===== config.mk =====
export PLATFORM = sky130hd
export DESIGN_NAME = fb_arbiter
export DESIGN_NICKNAME = d
export VERILOG_FILES = /design/src/rtl/fb_arbiter.sv
export SDC_FILE = /design/constraint.sdc
export NUM_CORES = 1
export LEC_CHECK = 0
export BUFFER_PORTS_ARGS = -buffer_cell sky130_fd_sc_hd__buf_2
export CORE_MARGIN = 3
export CORE_UTILIZATION = 45
export CTS_CLUSTER_DIAMETER = 30
export DETAILED_ROUTE_END_ITERATION = 10
export PLACE_DENSITY = 0.79
export SYNTH_ARGS = -nofsm -noshare
export SYNTH_HDL_FRONTEND = slang
export SYNTH_SLANG_ARGS = --single-unit

===== constraint.sdc =====
create_clock -name clk -period 3.6 [get_ports clk]
set_input_delay 0.54 -clock clk [delete_from_list [all_inputs] [get_ports clk]]
set_output_delay 0.54 -clock clk [all_outputs]
set_load 0.05 [all_outputs]

===== src/rtl/fb_arbiter.sv =====
// fb_arbiter: single-port framebuffer SRAM arbiter between scan-out reader and draw writer.
// Reader has priority during active video, writer during blanking, and a starvation
// counter forces a waiting write through after STARVE_LIMIT lost cycles.
// Optional macro FB_ARB_STATS_EN enables the saturating dropped-read counter.
module fb_arbiter #(
  parameter int unsigned ADDR_W       = 15,
  parameter int unsigned DATA_W       = 8,
  parameter int unsigned STARVE_LIMIT = 8
) (
  input  logic              clk,
  input  logic              nRst,
  input  logic              blank,
  input  logic              rd_req,
  input  logic [ADDR_W-1:0] rd_addr,
  output logic [DATA_W-1:0] rd_data,
  output logic              rd_valid,
  output logic              rd_drop,
  input  logic              wr_req,
  input  logic [ADDR_W-1:0] wr_addr,
  input  logic [DATA_W-1:0] wr_data,
  output logic              wr_ack,
  output logic              mem_en,
  output logic              mem_we,
  output logic [ADDR_W-1:0] mem_addr,
  output logic [DATA_W-1:0] mem_wdata,
  input  logic [DATA_W-1:0] mem_rdata,
  output logic [15:0]       drop_count
);

  localparam int unsigned STARVE_W = 8;
  localparam int unsigned CNT_W    = 16;

  typedef enum logic [1:0] {
    IDLE = 2'd0,
    RD   = 2'd1,
    WR   = 2'd2
  } state_t;

  state_t              state_q, state_d;
  logic [STARVE_W-1:0] starve_q, starve_d;
  logic [ADDR_W-1:0]   addr_q, addr_d;
  logic [DATA_W-1:0]   wdata_q, wdata_d;
  logic                rd_drop_q, rd_drop_d;
  logic                rd_pend_q;
  logic                rd_valid_q;
  logic [DATA_W-1:0]   rd_data_q;
  logic                wr_elig;
  logic                wr_wins;

  // State, command and starvation registers
  always_ff @(posedge clk or negedge nRst) begin
    if (!nRst) begin
      state_q   <= IDLE;
      starve_q  <= '0;
      addr_q    <= '0;
      wdata_q   <= '0;
      rd_drop_q <= 1'b0;
    end else begin
      state_q   <= state_d;
      starve_q  <= starve_d;
      addr_q    <= addr_d;
      wdata_q   <= wdata_d;
      rd_drop_q <= rd_drop_d;
    end
  end

  // Arbitration: writer eligible unless acked this cycle; starvation overrides the reader
  always_comb begin
    state_d   = IDLE;
    starve_d  = starve_q;
    addr_d    = addr_q;
    wdata_d   = wdata_q;
    rd_drop_d = 1'b0;
    wr_elig   = wr_req && (state_q != WR);
    wr_wins   = wr_elig && (!rd_req || blank ||
                            (starve_q >= STARVE_W'(STARVE_LIMIT)));
    if (wr_wins) begin
      state_d   = WR;
      addr_d    = wr_addr;
      wdata_d   = wr_data;
      starve_d  = '0;
      rd_drop_d = rd_req;
    end else if (rd_req) begin
      state_d = RD;
      addr_d  = rd_addr;
      if (wr_elig && (starve_q != {STARVE_W{1'b1}})) begin
        starve_d = starve_q + STARVE_W'(1);
      end
    end
  end

  // Read return pipeline: data valid from memory one cycle after the read command
  always_ff @(posedge clk or negedge nRst) begin
    if (!nRst) begin
      rd_pend_q  <= 1'b0;
      rd_valid_q <= 1'b0;
      rd_data_q  <= '0;
    end else begin
      rd_pend_q  <= (state_q == RD);
      rd_valid_q <= rd_pend_q;
      if (rd_pend_q) begin
        rd_data_q <= mem_rdata;
      end
    end
  end

  assign mem_en    = (state_q != IDLE);
  assign mem_we    = (state_q == WR);
  assign wr_ack    = (state_q == WR);
  assign mem_addr  = addr_q;
  assign mem_wdata = wdata_q;
  assign rd_drop   = rd_drop_q;
  assign rd_valid  = rd_valid_q;
  assign rd_data   = rd_data_q;

`ifdef FB_ARB_STATS_EN
  logic [CNT_W-1:0] drop_cnt_q;

  // Saturating count of dropped reads, cleared only by reset
  always_ff @(posedge clk or negedge nRst) begin
    if (!nRst) begin
      drop_cnt_q <= '0;
    end else if (rd_drop_q && (drop_cnt_q != {CNT_W{1'b1}})) begin
      drop_cnt_q <= drop_cnt_q + CNT_W'(1);
    end
  end

  assign drop_count = drop_cnt_q;
`else
  assign drop_count = CNT_W'(0);
`endif

endmodule


Word level (Yosys, flattened, before mapping)

Cells that the tools add are included.

Bits in registers: 44
Bits in latches: 0
Bits in writable memories: 0
Memory bits (read-only): 0
Output and inout bits: 52
Logic and storage cells: 32
Memories: 0

$add $sub $neg: 1
Multiply operators: 0
Divide/modulo/power cells: 0
Order comparisons: 1
Equality and inequality tests: 4
Shift-type cells: 0
Multiplexer cells: 8
Bitwise logic cells: 0
Reductions and logical operators: 10

Operators with widths:

| cell                  | number |
|---|---|
| $mux W15              | 2 |
| $mux W8               | 3 |
| $add A8 B1 Y8 const B | 1 |
| $ge A8 B4 Y1 const B  | 1 |
| $ne A8 B8 Y1 const B  | 1 |
| $reduce_bool A2 Y1    | 3 |
| $logic_and A1 B1 Y1   | 3 |
| $eq A2 B1 Y1 const B  | 1 |
| $eq A2 B2 Y1 const B  | 1 |
| $logic_or A1 B1 Y1    | 2 |
| $mux W1               | 2 |
| $mux W2               | 1 |
| $ne A2 B2 Y1 const B  | 1 |
| $reduce_and A2 Y1     | 1 |
| $logic_not A1 Y1      | 1 |

Longest topological paths before layout

Word-level depth: 6
Mapped depth: 6

Worst setup path after synthesis

No wires, ideal clock.

Kind: input to register
Start point: input port blank
End point: register wdata_q[0] (netlist: mem_wdata[0])
Library setup time: 0.125 ns
Arrival: 2.003 ns
Required time: 3.475 ns
Slack: 1.472 ns
Cell stages on the path: 4
Buffers on the path: 0
Cell sequence: or4_4 -> or4_4 -> nand2_4 -> mux2_2

Longest elaborated chain between the ends: 3

RTL lines:

| element                         | line | RTL |
|---|---|---|
| start, declared                 | 12   | `input logic blank,` |
| $logic_or A1 B1 Y1 (2 in a row) | 75   | `wr_wins = wr_elig && (!rd_req \|\| blank \|\|` |
| $logic_and A1 B1 Y1             | 75   |  |
| end signal, assigned            | 62   | `wdata_q <= wdata_d;` |
| end, declared                   | 42   | `logic [DATA_W-1:0] wdata_q, wdata_d;` |

No other way between the ends.
A chain may end at the register's enable or synchronous reset.

Worst setup path after layout

Start point: register state_q[0]
End point: register addr_q[10] (netlist: mem_addr[10])

Longest elaborated chain between the ends: 4
Elaborated cells between the ends (all ways): 5
Classes of those cells: 1 x eq/ne; 1 x mux; 3 x reduce/logical

RTL lines:

| element                                               | line | RTL |
|---|---|---|
| start, declared                                       | 39   | `state_t state_q, state_d;` |
| start signal, assigned                                | 59   | `state_q <= state_d;` |
| $ne A2 B2 Y1 (*)                                      | 74   | `wr_elig = wr_req && (state_q != WR);` |
| $logic_and A1 B1 Y1 (*)                               | 74   |  |
| $logic_and A1 B1 Y1 (*)                               | 75   |  |
| $mux W15 / $reduce_bool A2 Y1 (equally long branches) | --   |  |
| end signal, assigned                                  | 61   | `addr_q <= addr_d;` |
| end, declared                                         | 41   | `logic [ADDR_W-1:0] addr_q, addr_d;` |

Every way passes the cells marked *; elsewhere a longest branch is shown, timed or not.

==> reports/results.ini <==
[floorplanning]
die_h_um=74.3
rows=24
dieWidth_um=74.3
fp.coreArea_sq_um=4440
initial_core_util=0.472
io_pins=103
dieArea_sq_um=5520

[placement]
dpl.hpwl_um=3450
globalplace.congestion=0.777
port_buffers=86

[final_layout]
area_growth_pct=24.0
fillers=375
fin_nets=303
final_common_cell=buf_2
antenna_cells=0
drive_gt1_frac=0.490
final_cell_mix=buf_2 (86), dfrtp_1 (44), mux2_2 (16), conb_1 (16)

[yosys]
synth_cells=170
synth_xor_area_frac=0
syn_avg_cell_area_sq_um=12.4
synth_mux_area_frac=0.0858
synthAdderAreaFrac=0.0119
synth-simple-area-share=0.111
synth-seq-cells=44
synth-compound-area-share=0.168
synth.distinct_cells=29
ys_top_cells_by_area=dfrtp_1 (52%), mux2_2 (8.6%), a211o_1 (6.3%)
synth_top_area_frac=0.524
synth_top_area_cell=dfrtp_1
syn_area_sq_um=2100
synth_top_family_by_area=compound AO/OA/AOI/OAI gates
yosys_warnings=0
ys_seq_area_frac=0.524

[route]
drt-total-wl_um=4780
vias_per_cell=5.22
drc=0
drt.antenna.violating_nets=0
drt_iter0_drc=101
wl_per_cell_um=15.8
drtPass1Iterations=4
vias=1581

[sta]
hold_violations=0
finalMaxSlewViolations=0
setup_tns_ns=0
worst_pin_slew_ns=0.961
finClkSkew_ns=0.00323
max_freq_mhz=442
setup_viol=0
slew_headroom=0.359
rsz0062_at_grt=false
fin_crit_sh=0.628
fin_crit_ns=2.26

[critical_path]
endpoint_kind=register
crit_required_ns=3.77
arrival_ns=2.43
crit_path_start_kind=register
cp_max_fo=22
critPathKind=register to register

[pwr]
powerDensity_nw_per_um2=563
finalPower_mw=1.47
ir_drop_v=0.000234
power.leakage_nw=1.36

[cts]
ctsHtreeMaxLevel=2
cts_buffer_depth=2
cts_resized=0
cts_tree=done
numCtsBuffers=5
clk_latency_ns=0.29
clock_sinks=44
cts_root_buf=clkbuf_8
clkTransAtPathRegs_ns=0.08
post_cts_buffers=0
cts-hold-fix-buffers=0

[global_routing]
gr-total-overflow=0
grt_usage=0.179
grt_pass1_wl_um=7580
grt_pass1_vias=1584
antenna_found_initial=0
grt_max_degree=45

[outcome]
status=finished, final reports clean

[min_path]
hp-class=primary input to asynchronous set/reset pin

[flow_run]
maxCapViolCount=0

[kinds of logic after synthesis]
group	Yosys count
adder cells (fa/ha/maj)	2
multiplexers	16
flip-flops	44
AO/OA/AOI/OAI	36
AND/OR/NAND/NOR	36
other	1
buffers and inverters	35
[power breakdown]
part           switching, mW  internal (mW)
Clock                  0.162          0.245
Sequential            0.0335          0.553
Combinational          0.342          0.129
[synth_stat cells]
| master | number |
|---|---|
| a211o_1 | 15 |
| a21oi_1 | 1 |
| and2_0 | 1 |
| and2_1 | 4 |
| and3_1 | 15 |
| buf_2 | 1 |
| buf_4 | 17 |
| buf_6 | 1 |
| clkbuf_1 | 10 |
| conb_1 | 1 |
| dfrtp_1 | 44 |
| ha_1 | 2 |
| inv_1 | 6 |
| mux2_2 | 16 |
| nand2_1 | 4 |
| nand2_4 | 2 |
| nand2b_1 | 1 |
| nand4_1 | 1 |
| nor2_1 | 1 |
| nor2b_1 | 3 |
| o21ai_0 | 2 |
| o21ai_1 | 1 |
| o221a_1 | 9 |
| o221a_2 | 6 |
| o22ai_1 | 1 |
| o311ai_4 | 1 |
| or2_2 | 1 |
| or3_1 | 1 |
| or4_4 | 2 |
[worst max-delay path, cell delays in order, from the launching register on]
cell and delay, ns:
dfrtp_1 0.36, nand2b_1 0.55, nand2_1 0.63, a211o_1 0.46, o221a_1 0.14
[final timing paths]
check,start,end,slack [ns],depth (start not counted)
worst max register to register,state_q[0]$_DFF_PN0_,mem_addr[10]$_DFFE_PN0P_,1.34,4
max in group asynchronous,nRst,mem_addr[3]$_DFFE_PN0P_,2.61,1
min in group clk,state_q[1]$_DFF_PN0_,rd_pend_q$_DFF_PN0_,0.45,1
worst min-delay path,nRst,mem_wdata[7]$_DFFE_PN0N_,0.40,1
worst min register to register,state_q[1]$_DFF_PN0_,rd_pend_q$_DFF_PN0_,0.45,1
worst max-delay path,state_q[0]$_DFF_PN0_,mem_addr[10]$_DFFE_PN0P_,1.34,4
[flip-flops by register name, summed over array words and instances (netlist names)]
register   count
mem_addr      15
mem_wdata      8
rd_data        8
starve_q       8
state_q        2
rd_drop        1
rd_pend_q      1
rd_valid       1
[through the flow]
| stage | std cells | instance area, sq um | worst slack, ns | hold slack, ns | util |
|---|---|---|---|---|---|
| floorplan | 185 | 2160 | 1.47 | 0.244 | - |
| detailed placement | 295 | 2480 | 1.31 | 0.439 | 0.557 |
| global placement | 295 | 2480 | 1.33 | 0.438 | 0.557 |
| CTS | 303 | 2600 | 1.32 | 0.431 | 0.586 |
| finish | 303 | 2600 | 1.34 | 0.398 | 0.586 |
| global route | 303 | 2600 | 1.11 | 0.467 | 0.586 |
[layout make-up]
| type | instances | area [sq um] | share of cell area |
|---|---|---|---|
| clock buffers | 7 | 96.3 | 0.0370 |
| repair buffers | 87 | 438 | 0.168 |
| well taps | 52 | 65.1 | 0.0250 |
| flip-flops and latches | 44 | 1100 | 0.423 |
| multi-input cells | 106 | 851 | 0.327 |
| clock inverters | 1 | 30.0 | 0.0115 |
| inverters | 6 | 22.5 | 0.00865 |
[metal layers]
layer  track usage  vias up  share of wire
met5             0        -              0
met4        0.0751        0          0.021
met3        0.0203        8          0.032
met2         0.318       45           0.55
met1         0.222      782           0.40
li1              -      746              -
Power figures use the tool's default switching activity.
